$ cat src/rtl/seq_restoring_divider_pkg.sv
// Shared types and constants for the sequential restoring divider and its
// ripple adder/subtractor datapath.
package seq_restoring_divider_pkg;

    typedef enum logic [1:0] {
        IDLE = 2'd0,
        CALC = 2'd1,
        DONE = 2'd2
    } div_state_t;

    localparam logic MODE_ADD = 1'b0;
    localparam logic MODE_SUB = 1'b1;

    typedef struct packed {
        logic s;
        logic co;
    } fa_out_t;

    // One full adder cell; the ripple chain is built by chaining these.
    function automatic fa_out_t full_add(input logic a, input logic b, input logic ci);
        fa_out_t r;
        r.s  = a ^ b ^ ci;
        r.co = (a & b) | (ci & (a ^ b));
        return r;
    endfunction

endpackage

$ cat src/rtl/addsub_nbit.sv
// Parameterised ripple-carry adder/subtractor: M=0 gives A+B, M=1 gives A-B
// (B inverted, carry-in 1). carryOut=1 on subtract means A >= B.
module addsub_nbit
    import seq_restoring_divider_pkg::*;
#(
    parameter int unsigned N = 5
) (
    input  logic [N-1:0] A,
    input  logic [N-1:0] B,
    input  logic         M,
    output logic [N-1:0] sum,
    output logic         carryOut
);

    logic [N:0]   carry;
    logic [N-1:0] b_eff;

    assign b_eff    = B ^ {N{M}};
    assign carry[0] = M;
    assign carryOut = carry[N];

    for (genvar i = 0; i < N; i++) begin : g_cell
        fa_out_t fa;
        assign fa         = full_add(A[i], b_eff[i], carry[i]);
        assign sum[i]     = fa.s;
        assign carry[i+1] = fa.co;
    end

endmodule

$ cat src/rtl/seq_restoring_divider.sv
// Sequential unsigned restoring divider, one quotient bit per clock, with a
// start/busy/done handshake and divide-by-zero short-cut.
module seq_restoring_divider
    import seq_restoring_divider_pkg::*;
#(
    parameter int unsigned WIDTH = 4
) (
    input  logic             clk,
    input  logic             rst,
    input  logic             start,
    input  logic [WIDTH-1:0] dividend,
    input  logic [WIDTH-1:0] divisor,
    output logic             busy,
    output logic             done,
    output logic [WIDTH-1:0] quotient,
    output logic [WIDTH-1:0] remainder,
    output logic             div_by_zero
);

    localparam int unsigned CNT_W = (WIDTH > 2) ? $clog2(WIDTH) : 1;
    localparam logic [CNT_W-1:0] LAST_ITER = CNT_W'(WIDTH - 1);

    div_state_t state, state_next;

    logic [WIDTH-1:0] d_reg;
    logic [WIDTH-1:0] q_reg;
    logic [WIDTH:0]   r_reg;
    logic [CNT_W-1:0] count;

    logic             accept;
    logic             zero_div;
    logic             last_iter;
    logic [WIDTH:0]   shifted;
    logic [WIDTH:0]   trial;
    logic             trial_ok;
    logic [WIDTH:0]   r_next;
    logic [WIDTH-1:0] q_next;

    assign accept    = start && (state != CALC);
    assign zero_div  = (divisor == '0);
    assign last_iter = (count == LAST_ITER);

    addsub_nbit #(
        .N(WIDTH + 1)
    ) u_trial_sub (
        .A        (shifted),
        .B        ({1'b0, d_reg}),
        .M        (MODE_SUB),
        .sum      (trial),
        .carryOut (trial_ok)
    );

    always_comb begin
        shifted = {r_reg[WIDTH-1:0], q_reg[WIDTH-1]};
        r_next  = trial_ok ? trial : shifted;
        q_next  = {q_reg[WIDTH-2:0], trial_ok};
    end

    always_ff @(posedge clk) begin
        if (rst) begin
            state <= IDLE;
        end else begin
            state <= state_next;
        end
    end

    always_comb begin
        state_next = state;
        unique case (state)
            IDLE, DONE: begin
                if (accept) begin
                    state_next = zero_div ? DONE : CALC;
                end else begin
                    state_next = IDLE;
                end
            end
            CALC: begin
                if (last_iter) begin
                    state_next = DONE;
                end
            end
            default: state_next = IDLE;
        endcase
    end

    always_comb begin
        busy = (state == CALC);
        done = (state == DONE);
    end

    // Working registers stay private; results are published only on completion.
    always_ff @(posedge clk) begin
        if (rst) begin
            d_reg       <= '0;
            q_reg       <= '0;
            r_reg       <= '0;
            count       <= '0;
            quotient    <= '0;
            remainder   <= '0;
            div_by_zero <= 1'b0;
        end else if (accept) begin
            if (zero_div) begin
                quotient    <= '1;
                remainder   <= dividend;
                div_by_zero <= 1'b1;
            end else begin
                d_reg       <= divisor;
                q_reg       <= dividend;
                r_reg       <= '0;
                count       <= '0;
                div_by_zero <= 1'b0;
            end
        end else if (state == CALC) begin
            r_reg <= r_next;
            q_reg <= q_next;
            count <= count + CNT_W'(1);
            if (last_iter) begin
                quotient  <= q_next;
                remainder <= r_next[WIDTH-1:0];
            end
        end
    end

    // Partial remainder stays below the divisor, so its top bit never sets.
    assert property (@(posedge clk) disable iff (rst) r_reg[WIDTH] == 1'b0);

endmodule

$ cat config.mk
export PLATFORM = sky130hd
export DESIGN_NAME = seq_restoring_divider
export DESIGN_NICKNAME = d
export VERILOG_FILES = /design/src/rtl/seq_restoring_divider_pkg.sv /design/src/rtl/addsub_nbit.sv /design/src/rtl/seq_restoring_divider.sv
export SDC_FILE = /design/constraint.sdc
export NUM_CORES = 1
export LEC_CHECK = 0
export CAP_MARGIN = 20
export CORE_MARGIN = 2
export CORE_UTILIZATION = 36
export CTS_CLUSTER_SIZE = 10
export DETAILED_ROUTE_END_ITERATION = 8
export SYNTH_ARGS = -nofsm -noshare
export SYNTH_HDL_FRONTEND = slang
export SYNTH_SLANG_ARGS = --single-unit
$ cat constraint.sdc
create_clock -name clk -period 5.6 [get_ports clk]
set_clock_uncertainty 0.15 [all_clocks]
set_input_delay 0.84 -clock clk [delete_from_list [all_inputs] [get_ports clk]]
set_output_delay 0.84 -clock clk [all_outputs]
set_load 0.02 [all_outputs]
# == Yosys cells after proc, flatten, opt, wreduce, memory -nomap -nowiden ==
# Cells that the tools add are included.
# totals
regBits,25
output_inout_bits,11
# classes
muxes,23
bitwise_logic,25
eq_ne,7
n_reduce_logical,9
addsub,1
# op_table
cell,n
4-bit two-way mux,15
2-bit two-way mux,6
1-bit bitwise AND,9
1-bit XOR,8
"2-bit by 1-bit inequality test with 1-bit output, second input constant",3
4-bit inverter with 5-bit output,1
1-bit OR,5
"2-bit equality test, second input constant",2
4-bit logical NOT,1
2-bit one-hot mux with 2 select lines,1
2-bit AND reduction,2
2-bit nonzero test,2
3-bit AND reduction,1
"2-bit by 1-bit adder with 2-bit output, second input constant",1
"2-bit by 1-bit equality test with 1-bit output, second input constant",1
2-bit logical NOT,1
"2-bit inequality test, second input constant",1
1-bit inverter,2
2-bit OR reduction,1
1-bit logical AND,1
1-bit two-way mux,1

# == Longest topological paths before layout ==
# depth
ltp_word,15
mapped_depth,12

# == Modules after synthesis ==
# Synthesis repeated with hierarchy kept, for this count alone.
# hier_totals
hier_cells,143
area_unflattened_um2,1315.0
# by_module_without_submodules
module,cells_per_inst,instances,area_per_inst_um2,seq_area_each_um2
seq_restoring_divider,126,1,1146.1,500.5
addsub_nbit,17,1,168.9,0.0

# == Worst setup path before layout ==
# Ideal clock, no wire load.
# synth_path
path_type,register to register
from,register q_reg[3]
to,register remainder[1]
stages_incl_launch_ff,13
setup_time_ns,0.132
slack_ns,3.235
path_buffers,1
period_less_slack_ns,2.365
t_arrival_ns,2.083
path_cell_list,dfxtp_1 -> inv_1 -> ha_1 -> inv_1 -> fa_1 -> inv_1 -> fa_1 -> fa_1 -> nand2b_1 -> buf_2 -> mux2i_1 -> o2bb2ai_1 -> nor3_1
# synth_between
elab_chain_cells,14
# synth_rtl
item,line_no,rtl
start: declaration,seq_restoring_divider.sv:26,logic [WIDTH-1:0] q_reg;
start signal: assignment,seq_restoring_divider.sv:108,q_reg <= dividend;
start signal: assignment,seq_restoring_divider.sv:115,q_reg <= q_next;
1-bit bitwise AND / 1-bit XOR (equally long branches),seq_restoring_divider_pkg.sv:23,r.co = (a & b) | (ci & (a ^ b));
1-bit OR *,seq_restoring_divider_pkg.sv:23,
1-bit bitwise AND,seq_restoring_divider_pkg.sv:23,
1-bit OR,seq_restoring_divider_pkg.sv:23,
1-bit bitwise AND,seq_restoring_divider_pkg.sv:23,
1-bit OR,seq_restoring_divider_pkg.sv:23,
1-bit bitwise AND,seq_restoring_divider_pkg.sv:23,
1-bit OR,seq_restoring_divider_pkg.sv:23,
1-bit bitwise AND,seq_restoring_divider_pkg.sv:23,
1-bit OR,seq_restoring_divider_pkg.sv:23,
4-bit two-way mux *,seq_restoring_divider.sv:55,r_next = trial_ok ? trial : shifted;
4-bit two-way mux *,seq_restoring_divider.sv:117,if (last_iter) begin
4-bit two-way mux *,seq_restoring_divider.sv:113,end else if (state == CALC) begin
4-bit two-way mux *,seq_restoring_divider.sv:101,end else if (accept) begin
end signal: assignment,seq_restoring_divider.sv:104,remainder <= dividend;
end signal: assignment,seq_restoring_divider.sv:119,remainder <= r_next[WIDTH-1:0];
end: declaration,seq_restoring_divider.sv:16,"output logic [WIDTH-1:0] remainder,"
# Every way passes the cells marked *; elsewhere a longest branch is shown, timed or not. The select of a mux whose other input is x is not followed.
# A chain may end at the register's enable or synchronous reset.

# == Final worst setup path ==
# layout_path
from,register state[1]
to,output port busy
# layout_between
elab_chain_cells,1
# layout_rtl
item,line_no,rtl
start: declaration,seq_restoring_divider.sv:23,"div_state_t state, state_next;"
start signal: assignment,seq_restoring_divider.sv:63,state <= state_next;
2-bit by 1-bit equality test with 1-bit output,seq_restoring_divider.sv:87,busy = (state == CALC);
end: declaration,seq_restoring_divider.sv:13,"output logic busy,"
# Every way passes these cells.

==> metrics <==
Die Ht 61.7 um; worst hold margin 0.325 ns; setup TNS 0 ns; Port Buf Inserts 21; maxcap violations 0; Clk pwr share 24.3%; CTS tree done; Hold Crit Class flop to flop; Avg Inst Size Synth 9.09 um2; fill cell count 329; Area Growth Syn to Fin 20.1%; Reg2Reg Launch Point q_reg[3]$_SDFFE_PP0P_; IO Pins 22; Fmax achieved 0.342 GHz; DR pass1 iterations 4; DIE WIDTH 61.7 um; Combinational Power Share 20.4%; max-slew violation count 0; area leader, netlist dfxtp_1; initial antenna violation count 0; postcts setup bufs 0; CTS clock-pin slew for the worst setup and hold paths 0.15 ns; Crit. Startpoint state[1]$_SDFFE_PP0P_; CP Cell Sequence nand2b_2 > inv_2 > clkdlybuf4s50_1; CTS Hold Bufs 0; maximum vdd drop 0.0000986 V; top cell type's share of synthesized area 41.7%; Leakage 0.537 nW; Ys Warns 0; Antenna diodes 0; top-count cell post-synth dfxtp_1; Final Hold Fails 0; Post-CTS Resized 0; Final ANT Viol Nets 0; Mapped Area 1200 um2; core area 3100 um2; ys flop type dfxtp_1; Syn Inst Count 132; post-synthesis sequential area ratio 41.7%; Num CTS Buffers 3; initial core utilization 38.7%; clk buf depth 2; gr ovfl total 0; Net Sw Frac 29.8%; relative slew slack 43.1%; Final Wtd Congestion 0.772; Clock Latency Late Sink 0.33 ns; RSZ-0062 raised after global routing false; H-Tree Depth 1; WP data required 4.61 ns; Crit. End Element output port; r2r setup slk 2.92 ns; Least-Margin Pin Slew 0.851 ns; layout cells sized above 1 8.05%; CP max stage delay 0.64 ns; FP Rows 20; Routed WL per cell 13.3 um; non-filler instance count after layout 193; syn_nets 148; Synth cell types 34; DP Cell Count 189; number of global-route vias before repair 943; DP HPWL 1.85 mm; WL final 2.57 mm; Crit Path Category flop to output port; vias per cell 5.12; PD cells 242 nW/um2; first-pass GRT wire length 4.42 mm; Crit Path Max Fanout 21; CP startpoint kind flop; number of synthesized flops with an enable pin 0; final setup fails 0; DRC Markers 0; Switching Power 0.104 mW; CTS Sinks 25; Synth Register Bits 25; crit path DAT 1.94 ns; vias after detailed routing 989; Global Route Usage Sum 15.9%; synth cell count leaders dfxtp_1 (25), nor3_1 (15), nor2_1 (11), a21oi_1 (9), nand2_1 (8); fin crit share 52.3%; Internal Power 0.245 mW; nets 166; final period demand of the worst path 2.93 ns; status completed; Area contributors post-synth dfxtp_1 (42%), nor3_1 (6.3%), fa_1 (5.0%); largest net degree at the start of global routing 23; DIE AREA 3810 um2; critical path's slowest cell clkdlybuf4s50_1; part of the power in registers 55.3%; Root Buffer clkbuf_4; initial DRC count 33; hold path start r_reg[3]$_SDFFE_PP0P_; asr flop ratio synth 0%
per-stage QoR:
step / area, um2 / power [mW] / setup WS [ns] / utilization [%]
after detailed placement: 1410 / 0.269 / 2.78 / 45.6
after global placement: 1410 / 0.267 / 2.83 / 45.6
after global routing: 1440 / 0.369 / 2.57 / 46.5
after CTS: 1440 / 0.352 / 2.69 / 46.5
final: 1440 / 0.349 / 2.67 / 46.5
after floorplan: 1200 / 0.246 / 3.24 / -
cells in the final DEF (no fill, tap or decap), types with 4 or more instances in the layout:
cell type,count
mux2i_1,6
nand2_1,8
a21oi_1,9
a22oi_1,4
o21ai_0,4
nor3_1,15
clkdlybuf4s50_1,21
inv_1,7
dfxtp_1,25
nand3_1,7
nor2_1,11
layer usage:
layer	GRT usage [%]	routed length, um	vias up	part of all wire (%)
met5	0	0	-	0
met4	6.38	33	0	1.3
met3	2.48	64	4	2.5
met2	25.1	1150	16	45
met1	22.0	1320	473	51
li1	-	-	496	-
cell type report:
cell class / instances / area (um2) / area share (%)
clock buffer: 3 / 22.5 / 1.56
clock inverter: 1 / 5.00 / 0.347
sequential: 25 / 500 / 34.7
tap: 44 / 55.1 / 3.82
timing repair buffer: 21 / 210 / 14.6
multi-input combinational: 91 / 618 / 42.9
inverter: 8 / 30.0 / 2.08
power by group through the flow:
stage	sequential, mW	clock [mW]	combinational, mW
after floorplan	0.198	0	0.0487
after global placement	0.197	0	0.0698
after detailed placement	0.197	0	0.0715
after CTS	0.193	0.0868	0.0718
after global routing	0.195	0.0947	0.0797
final	0.193	0.0848	0.0713
worst max-delay path, delay by kind of cell, from the launching register on:
kind	cells	cell delay [ns]
buf+inv	2	0.90
flops	1	0.33
simple gates	1	0.36
cell families after synthesis:
| kind of cell | after synthesis | share of synthesized area, % |
|---|---|---|
| AO/OA/AOI/OAI | 27 | 16.6 |
| adder cells (fa/ha/maj) | 5 | 7.09 |
| buffers and inverters | 16 | 6.78 |
| flip-flops | 25 | 41.7 |
| multiplexers | 6 | 5.01 |
| AND/OR/NAND/NOR | 53 | 22.8 |
final timing paths:
| path | endpoint | cells after the start |
|---|---|---|
| max | busy | 3 |
| min | r_reg[3]$_SDFFE_PP0P_ | 2 |
| max reg2reg | r_reg[1]$_SDFFE_PP0P_ | 11 |
| min reg2reg | r_reg[3]$_SDFFE_PP0P_ | 2 |
Power figures use the tool's default switching activity.
